## config.mk

```make
export PLATFORM = sky130hd
export DESIGN_NAME = dcacheread_fetch_flat
export DESIGN_NICKNAME = d
export VERILOG_FILES = /design/src/rtl/dcacheread_fetch_if.sv /design/src/rtl/dcacheread_fetch.sv /design/src/flat_wrapper.sv
export SDC_FILE = /design/constraint.sdc
export NUM_CORES = 1
export LEC_CHECK = 0
export ABC_AREA = 1
export BUFFER_PORTS_ARGS = -buffer_cell sky130_fd_sc_hd__buf_2
export CAP_MARGIN = 25
export CORE_ASPECT_RATIO = 1.25
export CORE_MARGIN = 2
export CORE_UTILIZATION = 30
export DETAILED_ROUTE_END_ITERATION = 12
export PLACE_DENSITY = 0.5
export SKIP_CTS_REPAIR_TIMING = 1
export SLEW_MARGIN = 15
export SYNTH_ARGS = -nofsm -noshare
export SYNTH_HDL_FRONTEND = slang
export SYNTH_SLANG_ARGS = --single-unit
```

## constraint.sdc

```tcl
create_clock -name clk -period 6.4 [get_ports clk]
set_clock_uncertainty 0.15 [all_clocks]
set_input_delay 0.32 -clock clk [delete_from_list [all_inputs] [get_ports clk]]
set_output_delay 0.32 -clock clk [all_outputs]
set_load 0.02 [all_outputs]
```

## src/rtl/dcacheread_fetch_if.sv

```systemverilog
// Request-side and memory-bus signals of the dcache read fetch unit.
// The fetch unit is the bus master; the slave modport is its environment.
interface dcacheread_fetch_if;
    logic        dcacheread_do;
    logic        dcacheread_done;
    logic [3:0]  dcacheread_length;
    logic        dcacheread_cache_disable;
    logic [31:0] dcacheread_address;
    logic [63:0] dcacheread_data;
    logic [29:0] mem_address;
    logic        mem_read;
    logic        mem_uncached;
    logic        mem_waitrequest;
    logic        mem_readdatavalid;
    logic [31:0] mem_readdata;

    modport master (
        input  dcacheread_do, dcacheread_length, dcacheread_cache_disable, dcacheread_address,
        input  mem_waitrequest, mem_readdatavalid, mem_readdata,
        output dcacheread_done, dcacheread_data, mem_address, mem_read, mem_uncached
    );

    modport slave (
        output dcacheread_do, dcacheread_length, dcacheread_cache_disable, dcacheread_address,
        output mem_waitrequest, mem_readdatavalid, mem_readdata,
        input  dcacheread_done, dcacheread_data, mem_address, mem_read, mem_uncached
    );
endinterface

```

## src/rtl/dcacheread_fetch.sv

```systemverilog
// Fetches an arbitrarily aligned 0..8 byte read as 1..3 dword bus reads, one outstanding,
// and presents the assembled little-endian data with a one-cycle done pulse.
module dcacheread_fetch (
    input logic                 clk,
    input logic                 rst_n,
    dcacheread_fetch_if.master  bus
);

    typedef enum logic [1:0] {StIdle, StIssue, StWait, StDone} state_e;

    state_e      state_q, state_d;
    logic [31:0] addr_q, addr_d;
    logic [3:0]  len_q, len_d;
    logic        uncached_q, uncached_d;
    logic [1:0]  last_q, last_d;
    logic [1:0]  idx_q, idx_d;
    logic [95:0] buf_q, buf_d;
    logic [63:0] data_q, data_d;
    logic [4:0]  span;

    // Align the fetched line to the request and zero every byte past the requested length.
    function automatic logic [63:0] assemble(logic [95:0] line, logic [1:0] off, logic [3:0] len);
        logic [95:0] sh;
        logic [63:0] res;
        sh = line >> {off, 3'b000};
        for (int i = 0; i < 8; i++) begin
            res[8*i +: 8] = (4'(i) < len) ? sh[8*i +: 8] : 8'h00;
        end
        return res;
    endfunction

    always_comb begin
        state_d    = state_q;
        addr_d     = addr_q;
        len_d      = len_q;
        uncached_d = uncached_q;
        last_d     = last_q;
        idx_d      = idx_q;
        buf_d      = buf_q;
        data_d     = data_q;
        span       = {3'b000, bus.dcacheread_address[1:0]} + {1'b0, bus.dcacheread_length}
                     - 5'd1;

        unique case (state_q)
            StIdle: begin
                if (bus.dcacheread_do) begin
                    addr_d     = bus.dcacheread_address;
                    len_d      = bus.dcacheread_length;
                    uncached_d = bus.dcacheread_cache_disable;
                    last_d     = 2'(span >> 2);
                    idx_d      = 2'd0;
                    if (bus.dcacheread_length == 4'd0 || bus.dcacheread_length > 4'd8) begin
                        data_d  = '0;
                        state_d = StDone;
                    end else begin
                        state_d = StIssue;
                    end
                end
            end
            StIssue: begin
                if (!bus.mem_waitrequest) begin
                    state_d = StWait;
                end
            end
            StWait: begin
                if (bus.mem_readdatavalid) begin
                    buf_d[{idx_q, 5'd0} +: 32] = bus.mem_readdata;
                    if (idx_q == last_q) begin
                        data_d  = assemble(buf_d, addr_q[1:0], len_q);
                        state_d = StDone;
                    end else begin
                        idx_d   = idx_q + 2'd1;
                        state_d = StIssue;
                    end
                end
            end
            StDone: begin
                state_d = StIdle;
            end
            default: begin
                state_d = StIdle;
            end
        endcase
    end

    always_ff @(posedge clk) begin
        if (!rst_n) begin
            state_q    <= StIdle;
            addr_q     <= '0;
            len_q      <= '0;
            uncached_q <= 1'b0;
            last_q     <= '0;
            idx_q      <= '0;
            buf_q      <= '0;
            data_q     <= '0;
        end else begin
            state_q    <= state_d;
            addr_q     <= addr_d;
            len_q      <= len_d;
            uncached_q <= uncached_d;
            last_q     <= last_d;
            idx_q      <= idx_d;
            buf_q      <= buf_d;
            data_q     <= data_d;
        end
    end

    // Address wraps naturally in 30 bits; held steady through a stall since idx only moves in WAIT.
    assign bus.mem_address     = addr_q[31:2] + 30'(idx_q);
    assign bus.mem_read        = (state_q == StIssue);
    assign bus.mem_uncached    = (state_q != StIdle) && uncached_q;
    assign bus.dcacheread_done = (state_q == StDone);
    assign bus.dcacheread_data = data_q;

endmodule

```

## src/flat_wrapper.sv

```systemverilog
// flat-port wrapper written by rule: the top's interface ports become plain ports
module dcacheread_fetch_flat 
  (clk, rst_n, bus_dcacheread_do, bus_dcacheread_length, bus_dcacheread_cache_disable, bus_dcacheread_address, bus_mem_waitrequest, bus_mem_readdatavalid, bus_mem_readdata, bus_dcacheread_done, bus_dcacheread_data, bus_mem_address, bus_mem_read, bus_mem_uncached);
  dcacheread_fetch_if bus_i ();
  input logic clk;
  input logic rst_n;
  input wire logic [$bits(bus_i.dcacheread_do)-1:0] bus_dcacheread_do;
  input wire logic [$bits(bus_i.dcacheread_length)-1:0] bus_dcacheread_length;
  input wire logic [$bits(bus_i.dcacheread_cache_disable)-1:0] bus_dcacheread_cache_disable;
  input wire logic [$bits(bus_i.dcacheread_address)-1:0] bus_dcacheread_address;
  input wire logic [$bits(bus_i.mem_waitrequest)-1:0] bus_mem_waitrequest;
  input wire logic [$bits(bus_i.mem_readdatavalid)-1:0] bus_mem_readdatavalid;
  input wire logic [$bits(bus_i.mem_readdata)-1:0] bus_mem_readdata;
  output wire logic [$bits(bus_i.dcacheread_done)-1:0] bus_dcacheread_done;
  output wire logic [$bits(bus_i.dcacheread_data)-1:0] bus_dcacheread_data;
  output wire logic [$bits(bus_i.mem_address)-1:0] bus_mem_address;
  output wire logic [$bits(bus_i.mem_read)-1:0] bus_mem_read;
  output wire logic [$bits(bus_i.mem_uncached)-1:0] bus_mem_uncached;
  assign bus_i.dcacheread_do = bus_dcacheread_do;
  assign bus_i.dcacheread_length = bus_dcacheread_length;
  assign bus_i.dcacheread_cache_disable = bus_dcacheread_cache_disable;
  assign bus_i.dcacheread_address = bus_dcacheread_address;
  assign bus_i.mem_waitrequest = bus_mem_waitrequest;
  assign bus_i.mem_readdatavalid = bus_mem_readdatavalid;
  assign bus_i.mem_readdata = bus_mem_readdata;
  assign bus_dcacheread_done = bus_i.dcacheread_done;
  assign bus_dcacheread_data = bus_i.dcacheread_data;
  assign bus_mem_address = bus_i.mem_address;
  assign bus_mem_read = bus_i.mem_read;
  assign bus_mem_uncached = bus_i.mem_uncached;
  dcacheread_fetch u_core (.clk(clk), .rst_n(rst_n), .bus(bus_i));
endmodule
```

==> flow_summary_export.csv <==
group,metric,value,unit
cts,cts_root_buf,"clkbuf_16",
die,core_area,37900,sq um
cts,clock-sinks,195,
timing,max_slew.worst_pin.slew,971,ps
yosys,yosysUniqueCellTypes,36,
yosys,ys_ff_latch,195,
yosys,synth-edff-count,0,
global_route,grt_max_degree,107,
timing,holdWs,-21.2,ps
global_route,grt_pass1_vias,11477,
timing,rsz0062_at_grt,"false",
timing,fin_crit_sh,59.7,%
yosys,yosys_warnings,0,
yosys,synthSimpleGateAreaFrac,37.0,%
global_route,grt_usage,21.9,%
die,die_w,179,microns
timing,drv_slew,0,
worst_setup_path,critPathMaxFanout,12,
die,die_h,222,microns
finish,final_util,35.0,%
timing,setup_violations,0,
yosys,synthTopCellsByCount,"nand2_1, nand3_1, a21oi_1",
drt,routed_via_density,5.08,
yosys,yosys-mux-area-fraction,0,%
worst_setup_path,startpoint_type,"register",
timing,tns,0,ps
drt,vias,12213,
place,place.gp.congestion,0.880,
status,violations,"hold timing",
power_and_ir_drop,total_leakage_power,6.23,nW
worst_setup_path,path_class,"register to output port",
yosys,synth-adder-area-share,1.33,%
finish,nets,1981,
cts,worstSkewPairLatency,470,ps
global_route,use_met2,34.6,%
power_and_ir_drop,p_per_area,271,nW/um^2
worst_setup_path,setup.worst_path.end_class,"output port",
yosys,synth_seq_area_share,34.1,%
finish,area_growth,16.0,%
global_route,use_met3,4.60,%
drt,initialDrtViolationCount,968,
die,die_area,39800,sq um
yosys,synthesis.nets,1878,
timing,hold_violations,6,
cts,tritoncts,"built",
drt,ant_nets,0,
global_route,gr-total-overflow,0,
global_route,grt_first_pass_wirelength,66.1,mm
yosys,yosysTopAreaCell,"dfxtp_1",
yosys,async_reset_ff_share,0,%
die,start_util,30.2,%
drt,drc,0,
finish,final_layout_size_suffix_gt1_share,14.7,%
cts,cts_buffers,17,
power_and_ir_drop,ir_drop,0.176,mV
yosys,synth.most_common_cell,"nand2_1",
timing,clock.fmax,0.262,GHz
yosys,synthXorXnorAreaFrac,2.52,%
global_route,grt-busiest-layer,"met2",
yosys,syn_inst,1793,
place,portBuffers,170,
die,pin_count,171,
cts,clk_pin_slew,80,ps
yosys,synth_compound_area_share,14.9,%
timing,slew_headroom,35.3,%
cts,htreeDepth,4,
yosys,synth.area.top_cells,"dfxtp_1, nand2_1, nand3_1",
cts,cts_buffer_depth,2,
timing,period_minus_slack,3820,ps
yosys,synth_top_area_share,34.1,%
drt,wirelength,43.6,mm
die,rows,80,
run,drv_cap,0,
drt,detail_route.wl_per_cell,18.1,microns
global_route,use_met1,28.3,%
min_path,hold_class,"input pin to register",
place,dp_hpwl,30.8,mm
worst_setup_path,arrival,3350,ps
global_route,antenna_found_initial,1,
worst_setup_path,crit_required,5930,ps
yosys,synth_top_family_by_area,"simple AND/OR/NAND/NOR gates",
status,status,"complete, but fails checks",
yosys,syn_area,11500,sq um
yosys,syn_avg_cell_area,6.39,sq um
drt,drtPass1Iterations,5,
yosys,synth_ff_type,"dfxtp_1",
==> registers in the layout (all words and copies together) (netlist names) <==
| name | flops |
|---|---|
| u_core.buf_q | 88 |
| u_core.bus.dcacheread_data | 64 |
| u_core.addr_q | 32 |
| u_core.len_q | 4 |
| u_core.idx_q | 2 |
| u_core.last_q | 2 |
| u_core.state_q | 2 |
| u_core.uncached_q | 1 |
==> final timing paths <==
kind              slack, ps                        from  cells after the start                              to
hold reg to reg         310           u_core.uncached_q                      2               u_core.uncached_q
setup / recovery       2580             u_core.idx_q[0]                     10             bus_mem_address[26]
setup reg to reg       2760             u_core.idx_q[0]                      9  u_core.bus.dcacheread_data[51]
hold / removal          -20  bus_dcacheread_address[31]                      3               u_core.addr_q[31]
==> layer usage <==
metal | wire [microns] | vias up
met5 | 0 | -
met4 | 1820 | 0
met3 | 3140 | 79
met2 | 19700 | 459
met1 | 18900 | 5602
li1 | - | 6073
==> area by class of cell <==
type                            count  area, sq um
Inverter                          175          661
Sequential cell                   195         3910
Timing Repair Buffer              196         1100
Clock inverter                     14          178
Tap cell                          492          616
Antenna cell                        1         2.50
Fill cell                        4209        24600
Multi-Input combinational cell   1311         6390
Clock buffer                       18          429
==> cell usage in the layout, fill, tap and decap left out, types with 3 or more instances in the layout <==
cell             n
nor2_4           3
or2_1           35
inv_2            5
nand3_1        303
nand4_1         21
inv_1          168
nor2_1          95
bufinv_16        3
dfxtp_1        193
clkinv_2         3
nor3_1           7
inv_6            4
clkbuf_16       17
clkinvlp_4       3
nor2_2           7
xor2_1          21
o211ai_1         5
xnor2_1         12
buf_2          170
buf_4           10
or2_2           38
nand2_1        410
dlygate4sd3_1   15
o21ai_0         78
a21oi_1        246
ha_1             9
nor3_2           3
==> worst max-delay path: stages (launching register included) <==
cell     delay (ps)
dfxtp_1         720
ha_1            270
inv_1            70
fa_1            420
nor2_2          240
nand4_1         170
nor2_1          290
nand2_1         170
nor2_1          140
xor2_1          200
buf_2           200
==> report_power, final <==
group	internal [mW]	total [mW]	switching, mW
registers	1.28	1.34	0.0607
clock network	0.622	1.16	0.537
logic	0.302	1.10	0.802
==> stage by stage <==
| stage | instance area, sq um | std cells | setup WS (ps) | hold WS (ps) | power, mW |
|---|---|---|---|---|---|
| 2_1_floorplan | 11500 | 1793 | 3800 | 280 | 2.12 |
| 3_3_place_gp | 12500 | 2353 | 2790 | 290 | 2.45 |
| 3_5_place_dp | 12500 | 2353 | 2800 | 294 | 2.45 |
| 4_1_cts | 13100 | 2385 | 2560 | -70.9 | 3.62 |
| 5_1_grt | 13300 | 2401 | 2270 | 0.945 | 3.80 |
| 6_report | 13300 | 2402 | 2580 | -21.2 | 3.60 |
==> kinds of logic (layout without fill, tap and decap cells) <==
kind of cell | count (synthesis) | count (layout)
XOR/XNOR | 33 | 33
flip-flops | 195 | 195
AND/OR/NAND/NOR | 932 | 932
adder cells (fa/ha/maj) | 11 | 11
AO/OA/AOI/OAI | 335 | 335
buffers and inverters | 287 | 403
other | 0 | 1
Power figures use the tool's default switching activity.
